===== config.mk =====
export PLATFORM = sky130hd
export DESIGN_NAME = vram_arbiter
export DESIGN_NICKNAME = d
export VERILOG_FILES = /design/src/rtl/vga_pkg.sv /design/src/rtl/vram_fetch_pipe.sv /design/src/rtl/vram_arbiter.sv
export SDC_FILE = /design/constraint.sdc
export NUM_CORES = 1
export LEC_CHECK = 0
export CORE_ASPECT_RATIO = 1.75
export CORE_MARGIN = 2
export CORE_UTILIZATION = 35
export CTS_CLUSTER_DIAMETER = 30
export DETAILED_ROUTE_END_ITERATION = 8
export PLACE_DENSITY = 0.84
export SYNTH_ARGS = -nofsm -noshare
export SYNTH_HDL_FRONTEND = slang
export SYNTH_SLANG_ARGS = --single-unit

===== constraint.sdc =====
create_clock -name clk -period 4.2 [get_ports clk]
set_input_delay 0.84 -clock clk [delete_from_list [all_inputs] [get_ports clk]]
set_output_delay 0.84 -clock clk [all_outputs]
set_load 0.02 [all_outputs]

===== src/rtl/vga_pkg.sv =====
// Shared VGA definitions: VRAM geometry, readout slot numbering and host arbiter state.
package vga_pkg;

  localparam int VRAM_ADDR_W = 15;

  // readoutCount runs 0..7 across one 8-pixel character cell
  localparam int CELL_PIXELS = 8;
  localparam logic [2:0] READOUT_FIRST = 3'd0;
  localparam logic [2:0] READOUT_LAST = 3'd7;

  localparam logic [2:0] CHAR_SLOT = 3'd1;
  localparam logic [2:0] ATTR_SLOT = 3'd3;

  typedef enum logic {
    HOST_IDLE = 1'b0,
    HOST_ACK  = 1'b1
  } hostStateT;

endpackage


===== src/rtl/vram_fetch_pipe.sv =====
// Reserved-slot decode for character/attribute fetches and the one-stage return register.
module vram_fetch_pipe
  import vga_pkg::*;
#(
  parameter int ADDR_W = VRAM_ADDR_W,
  parameter logic [2:0] CHAR_SLOT_P = CHAR_SLOT,
  parameter logic [2:0] ATTR_SLOT_P = ATTR_SLOT
) (
  input  logic              clk,
  input  logic              rst,
  input  logic              active,
  input  logic [2:0]        readoutCount,
  input  logic [ADDR_W-2:0] cellAddr,
  input  logic [7:0]        memRData,
  output logic              reserved,
  output logic [ADDR_W-1:0] fetchAddr,
  output logic              fetchValid,
  output logic [7:0]        fetchData,
  output logic              fetchIsAttr
);

  logic isCharSlot;
  logic isAttrSlot;
  logic pendValid;
  logic pendAttr;

  assign isCharSlot = (readoutCount == CHAR_SLOT_P);
  assign isAttrSlot = (readoutCount == ATTR_SLOT_P);

  // Gated by rst so the memory port is quiet while reset is held.
  assign reserved  = active && (isCharSlot || isAttrSlot) && !rst;
  assign fetchAddr = {cellAddr, isAttrSlot};

  always_ff @(posedge clk or posedge rst) begin
    if (rst) begin
      pendValid <= 1'b0;
      pendAttr  <= 1'b0;
    end else begin
      pendValid <= reserved;
      pendAttr  <= reserved && isAttrSlot;
    end
  end

  // VRAM read data arrives one cycle after the address, so it is forwarded directly.
  assign fetchValid  = pendValid;
  assign fetchIsAttr = pendAttr;
  assign fetchData   = pendValid ? memRData : 8'h00;

endmodule


===== src/rtl/vram_arbiter.sv =====
// Shares the single-port VRAM between display fetch slots and the host req/ack bus.
module vram_arbiter
  import vga_pkg::*;
#(
  parameter int ADDR_W = VRAM_ADDR_W,
  parameter logic [2:0] CHAR_SLOT_P = CHAR_SLOT,
  parameter logic [2:0] ATTR_SLOT_P = ATTR_SLOT
) (
  input  logic              clk,
  input  logic              rst,
  input  logic              active,
  input  logic [2:0]        readoutCount,
  input  logic [ADDR_W-2:0] cellAddr,
  input  logic              hostReq,
  input  logic              hostWe,
  input  logic [ADDR_W-1:0] hostAddr,
  input  logic [7:0]        hostWData,
  output logic              hostAck,
  output logic [7:0]        hostRData,
  output logic [ADDR_W-1:0] memAddr,
  output logic              memWe,
  output logic [7:0]        memWData,
  input  logic [7:0]        memRData,
  output logic [7:0]        fetchData,
  output logic              fetchValid,
  output logic              fetchIsAttr
);

  // Handshake: hostReq stays high with stable hostWe/hostAddr/hostWData until the
  // single-cycle hostAck; the host drops or replaces the request the cycle after.

  hostStateT         hostState;
  hostStateT         nextState;
  logic              grant;
  logic              reserved;
  logic [ADDR_W-1:0] fetchAddr;
  logic [ADDR_W-1:0] lastAddr;
  logic [7:0]        lastWData;

  vram_fetch_pipe #(
    .ADDR_W      (ADDR_W),
    .CHAR_SLOT_P (CHAR_SLOT_P),
    .ATTR_SLOT_P (ATTR_SLOT_P)
  ) uFetch (
    .clk          (clk),
    .rst          (rst),
    .active       (active),
    .readoutCount (readoutCount),
    .cellAddr     (cellAddr),
    .memRData     (memRData),
    .reserved     (reserved),
    .fetchAddr    (fetchAddr),
    .fetchValid   (fetchValid),
    .fetchData    (fetchData),
    .fetchIsAttr  (fetchIsAttr)
  );

  always_ff @(posedge clk or posedge rst) begin
    if (rst) begin
      hostState <= HOST_IDLE;
    end else begin
      hostState <= nextState;
    end
  end

  always_comb begin
    nextState = hostState;
    grant     = 1'b0;
    case (hostState)
      HOST_IDLE: begin
        if (hostReq && !reserved && !rst) begin
          grant     = 1'b1;
          nextState = HOST_ACK;
        end
      end
      HOST_ACK: begin
        nextState = HOST_IDLE;
      end
      default: begin
        nextState = HOST_IDLE;
      end
    endcase
  end

  // Fetch slots win the port; idle cycles park on the last address and data.
  assign memAddr  = reserved ? fetchAddr : (grant ? hostAddr : lastAddr);
  assign memWe    = grant && hostWe;
  assign memWData = grant ? hostWData : lastWData;

  always_ff @(posedge clk or posedge rst) begin
    if (rst) begin
      lastAddr  <= '0;
      lastWData <= 8'h00;
    end else begin
      lastAddr  <= memAddr;
      lastWData <= memWData;
    end
  end

  assign hostAck   = (hostState == HOST_ACK);
  assign hostRData = hostAck ? memRData : 8'h00;

endmodule


After elaboration in Yosys (flattened, before gate mapping)
Cells that the tools add are included.
Storage, ports and cells
  register bits after elaboration: 26
  bits of input ports: 53
  output and inout port bits: 43
Cells by class
  equality and inequality tests: 2
  multiplexer cells: 8
  bitwise operators: 1
  reduce and logical (&&, ||, !) cells: 9
Operators with widths (number)
  $mux W15: 2
  $mux W8: 3
  $logic_and A1 B1 Y1: 6
  $eq A3 B1 Y1 const B: 1
  $eq A3 B2 Y1 const B: 1
  $logic_not A1 Y1: 2
  $mux W1: 2
  $pmux W1 S2: 1
  $logic_or A1 B1 Y1: 1
  $not A1 Y1: 1

Logic depth before layout (Yosys ltp)
Gate-level depths: netlist (run 1).
  word-level depth: 11
  mapped depth: 6
  mapped depth without buffers: 3

Cells and area by module
From an unflattened synthesis (run 1), not the netlist that was laid out.
Unflattened totals
  cell total of the unflattened synthesis: 108
  area total of the unflattened synthesis: 1297.5 sq um
Modules (own cells, without submodules)
  vram_arbiter: instances 1, cells an instance 79, area an instance 1053.5 sq um
  vram_fetch_pipe: instances 1, cells an instance 29, area an instance 244.0 sq um

Least setup slack after synthesis (run 1)
Ideal clock, no wire load.
  path kind: input-to-output
  start point: input hostReq
  end point: output memAddr[10]
  data arrival time: 1850 ps
  data required time: 3360 ps
  setup slack: 1510 ps
  stages: 4
  path buffers: 1
  path through: nor3b_4 buf_4 nand2_1 a31oi_1
Between the ends
  cells in the longest elaborated chain, start to end: 6
Ends and longest elaborated chain
  start: declaration: line vram_arbiter.sv:14  | input logic hostReq,
  $logic_and A1 B1 Y1 (2 in a row): line vram_arbiter.sv:71  | if (hostReq && !reserved && !rst) begin
  $mux W1: line vram_arbiter.sv:71
  $mux W1: line vram_arbiter.sv:69  | case (hostState)
  $mux W15 (2 in a row): line vram_arbiter.sv:86  | assign memAddr = reserved ? fetchAddr : (grant ? hostAddr : lastAddr);
  end: declaration: line vram_arbiter.sv:20  | output logic [ADDR_W-1:0] memAddr,
No other way between the ends.

Worst setup path in the final report (run 1)
  start point: input rst
  end point: output memAddr[7]
Between the ends
  cells in the longest elaborated chain, start to end: 9
Ends and longest elaborated chain
  start: declaration: line vram_arbiter.sv:10  | input logic rst,
  $logic_not A1 Y1 *: line vram_fetch_pipe.sv:31, vram_arbiter.sv:71
  $logic_and A1 B1 Y1: line vram_fetch_pipe.sv:31  | assign reserved = active && (isCharSlot || isAttrSlot) && !rst;
  $logic_not A1 Y1: line vram_arbiter.sv:71
  $logic_and A1 B1 Y1 (2 in a row): line vram_arbiter.sv:71
  $mux W1: line vram_arbiter.sv:71
  $mux W1: line vram_arbiter.sv:69
  $mux W15: line vram_arbiter.sv:86
  $mux W15 *: line vram_arbiter.sv:86
Every way passes the cells marked *; elsewhere a longest branch is shown, timed or not.

==> results of run 1 <==
[worst max path at each step]
stage	start	endpoint	slack [ps]	cells past startpoint
5_1_grt	rst	memAddr[7]	190	5
2_1_floorplan	hostReq	memAddr[10]	1510	4
3_3_place_gp	rst	memAddr[7]	400	5
4_1_cts	rst	memAddr[7]	310	5
3_5_place_dp	rst	memAddr[7]	320	5
6_report	rst	memAddr[7]	330	5
[logic make-up after synthesis]
group / count (synthesis) / synth area share, %
AO/OA/AOI/OAI: 15 / 7.62
buffers and inverters: 10 / 4.67
flip-flops: 26 / 52.8
multiplexers: 8 / 7.32
AND/OR/NAND/NOR: 68 / 27.5
[Yosys cell counts, drive strengths merged]
| master | n | share of area, % |
|---|---|---|
| and3 | 1 | 0.51 |
| nor2 | 15 | 4.6 |
| and2 | 17 | 8.6 |
| inv | 3 | 0.91 |
| a31oi | 15 | 7.6 |
| dfrtp | 26 | 53 |
| mux2 | 8 | 7.3 |
| clkbuf | 3 | 0.91 |
| nand2 | 31 | 10 |
| nor3b | 1 | 1.5 |
| buf | 4 | 2.8 |
| nand4bb | 1 | 0.91 |
| or3b | 1 | 0.71 |
| nand3b | 1 | 0.61 |
[power by group]
group / total, mW / switching (mW) / internal [mW]
Sequential: 0.302 / 0.0114 / 0.291
Clock: 0.205 / 0.0773 / 0.127
Combinational: 0.286 / 0.133 / 0.152
Total: 0.793 / 0.222 / 0.571
[layout make-up]
type                    count  area, sq um
repair buffers             98          973
inverters                   3         11.3
well taps                  45         56.3
multi-input cells          91          523
clock inverters             1         30.0
clock buffers               3         41.3
flip-flops and latches     26          651
fillers                   292         1080
[worst max-delay path: cells and delay by family]
| family | cells | cell delay [ps] |
|---|---|---|
| compound gates | 1 | 330 |
| buf+inv | 2 | 1240 |
| simple gates | 2 | 630 |
[cells in the final DEF, fill, tap and decap left out, drive strengths merged]
cell,instances
clkdlybuf4s50,95
a31oi,15
inv,3
or3b,1
and3,1
dfrtp,26
bufinv,1
nor3b,1
nand3b,1
and2,17
nor2,15
mux2,8
nand4bb,1
nand2,31
clkbuf,3
buf,3
[sequential cells by signal, indices dropped and copies added (netlist names)]
register and flops:
uFetch.fetchValid 1, lastAddr 15, lastWData 8, uFetch.fetchIsAttr 1, hostAck 1
[metal layers]
metal  vias up  global-route usage (%)  share of wire (%)
li1        607                       -                  -
met2        53                    35.9                 56
met5         -                       0                  0
met3        10                    3.06                5.0
met4         0                    11.4                3.5
met1       576                    20.2                 35
==> results.md, run 1 <==
* Starting Density at between 30% and 40%
* Die W at slightly below 50 um
* P_leak at 0.974 nW
* CP endpoint kind: output pin
* Mapped Area at roughly 1200 sq um
* Antenna violations before repair at 0
* I/O Buffers at 95
* Setup ws final at around 330 ps
* CP startpoint kind: input port
* Max cap viols at 0
* Fin. Hold Viols at 0
* RSZ-0062 raised after global routing: false
* CTS Buffer Depth at 2
* Overflow after GRT at 0
* Crit Path Max Fanout at 15
* Vias in the first global route at approximately 1,300
* Worst Max-Slew Pin Slew at 966 ps
* Critical path's slowest cell: clkdlybuf4s50_1
* Placement Cell Area at 2210 sq um
* Clock transition at path regs at roughly 80 ps
* R2R depth at 3
* Die area at between 4000 and 5000 sq um
* # rows at 28
* Worst Skew at just under 9 ps
* Largest net degree at the start of global routing at 32
* CTS tree: yes
* Period minus WS final at around 3900 ps
* Distinct cells, synth at 17
* Cell Chain, Critical Path: clkdlybuf4s50_1 -> or3b_1 -> nand2_1 -> a31oi_1 -> clkdlybuf4s50_1
* Register area share after synthesis at 52.8%
* Post-synthesis sequential element count at 26
* WS Path Type: input port to output pin
* Fin cells at 267
* Ys Warns at 0
* CORE AREA at between 3000 and 4000 sq um
* Height of the die at 82.5 um
* Max stage delay on crit path at 670 ps
* Min-Delay Path Class: register to register
* WL/cell at roughly 14 um
* R2r endpoint: lastAddr[7]
* First-pass iteration count of the detailed router at 4
* Place WS at about 320 ps
* Fin util at 68.0%
* Global Route Usage Sum at 19.2%
* Outcome: completed
* Post-route DRC at 0
* Cell mode on critical path: clkdlybuf4s50_1
* Pwr per Cell Area at approximately 350 nW/um^2
* Aggregate negative setup slack at 0 ps
* Iter 0 DRT Violations at 12
* Synth Net Count at 180
* First-pass GRT wire length at around 6 mm
* H-tree depth at 1
* Mean area per synthesized cell at just under 10 sq um
* Count of cells resized by post-cts repair at 0
* Routed WL at 3.73 mm
* Critical R2R Launch: hostAck
* Post-layout power at 0.793 mW
* CTS Hold Bufs at 0
* Min-delay src: lastWData[3]
* Hold Crit Depth at 1
* GPL Wtd Cong at slightly above 0.8
* Fmax at ~0.26 GHz
* Final-report setup violation count at 0
* Peak VDD IR at approximately 280 uV
* Layout cell share with drive strength beyond 1 at approximately 7.7%
* Hold slack at approximately 500 ps
* Max-slew headroom at a little over a third
* Post-DRT Antenna Nets at 0
* Area growth syn-to-layout at 85.7%
* Setup bufs post-CTS at 0
* Final slew viol count at 0
* R2R setup slack at ~2600 ps
* Clock latency on the worst-skew pair at 270 ps
* Post-DR vias/cell at about 4.7
* Hold Path End: lastWData[3]
* Worst path arrival time at 3030 ps
* Dpl hpwl at 2.93 mm
* Synth Instances at 127
* Root Buffer: clkbuf_8
* Final net count at approximately 280
* Fin area at 2290 sq um
* Via Count at 1,246
* Total CTS buffers at 3
* Fin crit share at approximately 92%
* Sink Count at 26
* Critical Path RT at 3360 ps
* Ports at 96
* Diode count at 0
* Dpl cells at between 200 and 300
Note: power is estimated with default switching activity, not from simulation.
==> inputs of run 2 (changes only) <==
--- a/config.mk
+++ b/config.mk
@@ -5,12 +5,13 @@
 export SDC_FILE = /design/constraint.sdc
 export NUM_CORES = 1
 export LEC_CHECK = 0
+export ABC_AREA = 1
 export CORE_ASPECT_RATIO = 1.75
 export CORE_MARGIN = 2
-export CORE_UTILIZATION = 35
+export CORE_UTILIZATION = 32
 export CTS_CLUSTER_DIAMETER = 30
 export DETAILED_ROUTE_END_ITERATION = 8
-export PLACE_DENSITY = 0.84
+export PLACE_DENSITY = 0.76
 export SYNTH_ARGS = -nofsm -noshare
 export SYNTH_HDL_FRONTEND = slang
 export SYNTH_SLANG_ARGS = --single-unit
==> constraint.sdc (replaced) <==
create_clock -name clk -period 3.2 [get_ports clk]
set_input_delay 0.64 -clock clk [delete_from_list [all_inputs] [get_ports clk]]
set_output_delay 0.64 -clock clk [all_outputs]
set_load 0.02 [all_outputs]
==> run 2 against run 1 <==
  * Cell count is 32% higher
  * First-iteration DRC count is 58% higher
  * Die area is 26% higher
  * Synthesized cell count is 61% higher
  * Final area is 11% higher
  * Non-clock buffer count is 4 higher
  * Clock skew is 2.2 ps higher
  * Sequential power is 30% higher
  * Utilization is 9.8 points lower
  * Via count is 23% higher
  * Count of clock-buffer cells in the layout stayed put
  * Flip-flop and latch count stayed put
==> results.md, run 2 <==
* Outcome: completed (unchanged)
* Setup ws final at 120 ps (was 332 ps)
* Worst path arrival time at 2440 ps (was 3030 ps)
* Met3 Use GR at 1.77% (was 3.06%)
* Max cap viols at 0 (unchanged)
* Max-slew headroom at 73.7% (was 35.5%)
* Most frequent cells in the layout: 93 x clkdlybuf4s50_1, 83 x nand2_1, 44 x inv_1, 26 x dfrtp_1, 24 x nand3_1 (was 95 x clkdlybuf4s50_1, 30 x nand2_1, 26 x dfrtp_1, 17 x and2_1)
* Vias in the first global route at 1,473 (was 1,284)
* Final-report setup violation count at 0 (unchanged)
* Max stage delay on crit path at 610 ps (was 670 ps)
* Fin. Hold Viols at 0 (unchanged)
* Area leader, netlist: dfrtp_1 (unchanged)
* Busiest layer in global routing: met2 (unchanged)
* Total CTS buffers at 3 (unchanged)
* Fin crit share at 96.3%
* Final slew viol count at 0 (unchanged)
* Sink Count at 26 (unchanged)
* Post-synthesis sequential element count at 26 (unchanged)
* Ys Warns at 0 (unchanged)
* Largest Register: lastAddr (unchanged)
* Yosys top cell area share at 45.3% (was 52.8%)
* Via Count at 1,534 (was 1,246)
* Regs by FF count: lastAddr: 15 flops, lastWData: 8 flops (unchanged)
* Count of cells resized by post-cts repair at 0 (unchanged)
* Post-DR vias/cell at 4.35 (was 4.67)
* Place WS at 72.2 ps (was 323 ps)
* Post-synth top cells: 83 x nand2_1, 44 x inv_1, 26 x dfrtp_1, 24 x nand3_1, 6 x nand3b_1 (was 30 x nand2_1, 26 x dfrtp_1, 17 x and2_1, 15 x a31oi_1, 15 x nor2_1)
* Overflow after GRT at 0 (unchanged)
* P_leak at 1.40 nW (was 0.974 nW)
* Routed WL at 4.16 mm (was 3.73 mm)
* Height of the die at 92.6 um (was 82.5 um)
* GPL Wtd Cong at 0.835 (was 0.819)
* Post-route DRC at 0 (unchanged)
* First-pass GRT wire length at 6.58 mm (was 5.90 mm)
* Met1 usage at 19.4% (was 20.2%)
* Post-DRT Antenna Nets at 0 (unchanged)
* Fin cells at 353 (was 267)
* H-tree depth at 1 (unchanged)
* Fin util at 58.2% (was 68.0%)
* Multi-input logic area at 544 sq um (was 523 sq um)
* Synth Net Count at 257 (was 180)
* Most common cell after layout, fill and taps aside: clkdlybuf4s50_1 (unchanged)
* Aggregate negative setup slack at 0 ps (unchanged)
* Cell mode on critical path: clkdlybuf4s50_1 (unchanged)
* Cell Chain, Critical Path: clkdlybuf4s50_1 -> nor2_2 -> nand2_4 -> buf_4 -> nand3_1 -> nand2_1 -> inv_2 -> clkdlybuf4s50_1 (was clkdlybuf4s50_1 -> or3b_1 -> nand2_1 -> a31oi_1 -> clkdlybuf4s50_1)
* Global Route Usage Sum at 17.2% (was 19.2%)
* CP startpoint kind: input port (unchanged)
* CP endpoint kind: output pin (unchanged)
* CTS tree: yes (unchanged)
* Iter 0 DRT Violations at 19 (was 12)
* Layout cell share with drive strength beyond 1 at 6.62% (was 7.66%)
* Min-Delay Path Class: register to register (unchanged)
* Largest net degree at the start of global routing at 27 (was 32)
* CTS Hold Bufs at 0 (unchanged)
* Worst Skew at 11.1 ps (was 8.95 ps)
* Crit path buf inv count at 4 (was 2)
* # rows at 32 (was 28)
* Clock transition at path regs at 100 ps (was 80 ps)
* WL/cell at 11.8 um (was 14.0 um)
* Layout fillers at 413 (was 292)
* Die area at 5060 sq um (was 4030 sq um)
* EDFF count, synth at 0 (unchanged)
* Period minus WS final at between 3000 and 4000 ps
* Starting Density at 32.9% (was 36.6%)
* Clock latency on the worst-skew pair at 270 ps (about the same)
* Distinct cells, synth at 17 (unchanged)
* CORE AREA at 4360 sq um (was 3360 sq um)
* I/O Buffers at 95 (unchanged)
* Register area at 651 sq um (unchanged)
* Register area share after synthesis at 45.3% (was 52.8%)
* Diode count at 0 (unchanged)
* Top post-synthesis cells by area: dfrtp_1 45%, nand2_1 22%, inv_1 11% (was dfrtp_1 53%, nand2_1 9.1%, and2_1 8.6%)
* CTS Buffer Depth at 2 (unchanged)
* Ports at 96 (unchanged)
* Async SR Flop Fraction at 100% (unchanged)
* Peak VDD IR at 478 uV (was 284 uV)
* Critical Path RT at 2560 ps (was 3360 ps)
* Worst Max-Slew Pin Slew at 394 ps (was 966 ps)
* Area growth syn-to-layout at 76.7% (was 85.7%)
* Setup bufs post-CTS at 0 (unchanged)
* Leading cell type by number of instances after synthesis: nand2_1 (unchanged)
* Antenna violations before repair at 0 (unchanged)
* Max FFs per register at 15 (unchanged)
* WS Path Type: input port to output pin (unchanged)
* Synth Instances at 204 (was 127)
* Die W at 54.6 um (was 48.8 um)
* Root Buffer: clkbuf_8 (unchanged)
* Met2 Usage GRT at 31.3% (was 35.9%)
* RSZ-0062 raised after global routing: false (unchanged)
* Final net count at 356 (was 276)
* Mapped Area at 1440 sq um (was 1230 sq um)
* Fmax at between 0.3 and 0.4 GHz
* Main synth FF type: dfrtp_1 (unchanged)
* Critical path's slowest cell: clkdlybuf4s50_1 (unchanged)
* Mean area per synthesized cell at 7.04 sq um (was 9.69 sq um)
* First-pass iteration count of the detailed router at 6 (was 4)
* Dpl cells at 349 (was 263)
* CP top delay family: buffers and inverters (unchanged)
* Dpl hpwl at 3.31 mm (was 2.93 mm)
* Crit Path Max Fanout at 11 (was 15)
* Pwr per Cell Area at 420 nW/um^2 (was 347 nW/um^2)
-- run 2: final cells by class --
cell class / count / share of cell area, %
Clock buffer: 3 / 1.63
Clock inverter: 1 / 1.18
Inverter: 48 / 7.39
Multi-Input combinational cell: 122 / 21.4
Sequential cell: 26 / 25.6
Tap cell: 51 / 2.51
Timing Repair Buffer: 102 / 40.2
-- run 2: worst paths after layout --
check | slack (ps) | start | cells past startpoint | end
max in group asynchronous | 2070 | rst | 3 | lastAddr[13]
hold reg to reg | 480 | lastWData[5] | 2 | lastWData[5]
setup / recovery | 120 | rst | 8 | memAddr[13]
hold / removal | 480 | lastWData[5] | 2 | lastWData[5]
setup reg to reg | 1890 | hostAck | 7 | lastAddr[8]
min in group asynchronous | 860 | rst | 3 | lastAddr[5]
-- run 2: worst min-delay path, cell delays in order, from the launching register on --
cell	delay (ps)
dfrtp_1	330
nand2_1	50
nand2_1	70
-- run 2: per-layer routing --
| metal | up-vias | wire [um] |
|---|---|---|
| met2 | 46 | 2350 |
| met4 | 0 | 88 |
| li1 | 787 | - |
| met1 | 693 | 1530 |
| met3 | 8 | 187 |
| met5 | - | 0 |
-- run 2: metrics by stage --
stage                     hold WS (ps)  area, sq um  power (mW)
final                              483         2540        1.07
after global routing               510         2540        1.12
after CTS                          486         2530        1.08
after detailed placement           461         2460       0.803
after global placement             459         2460       0.798
after floorplan                    586         1440       0.591
-- run 2: cell families (layout without fill, tap and decap cells) --
| family | Yosys count | after routing | share of synthesized area [%] |
|---|---|---|---|
| simple gates | 121 | 121 | 37.5 |
| buf+inv | 56 | 154 | 16.8 |
| flops | 26 | 26 | 45.3 |
| compound gates | 1 | 1 | 0.348 |
-- run 2: where the power goes --
group	internal (mW)	switching, mW	total (mW)
clock network	0.167	0.107	0.274
logic	0.200	0.198	0.398
registers	0.378	0.0153	0.394
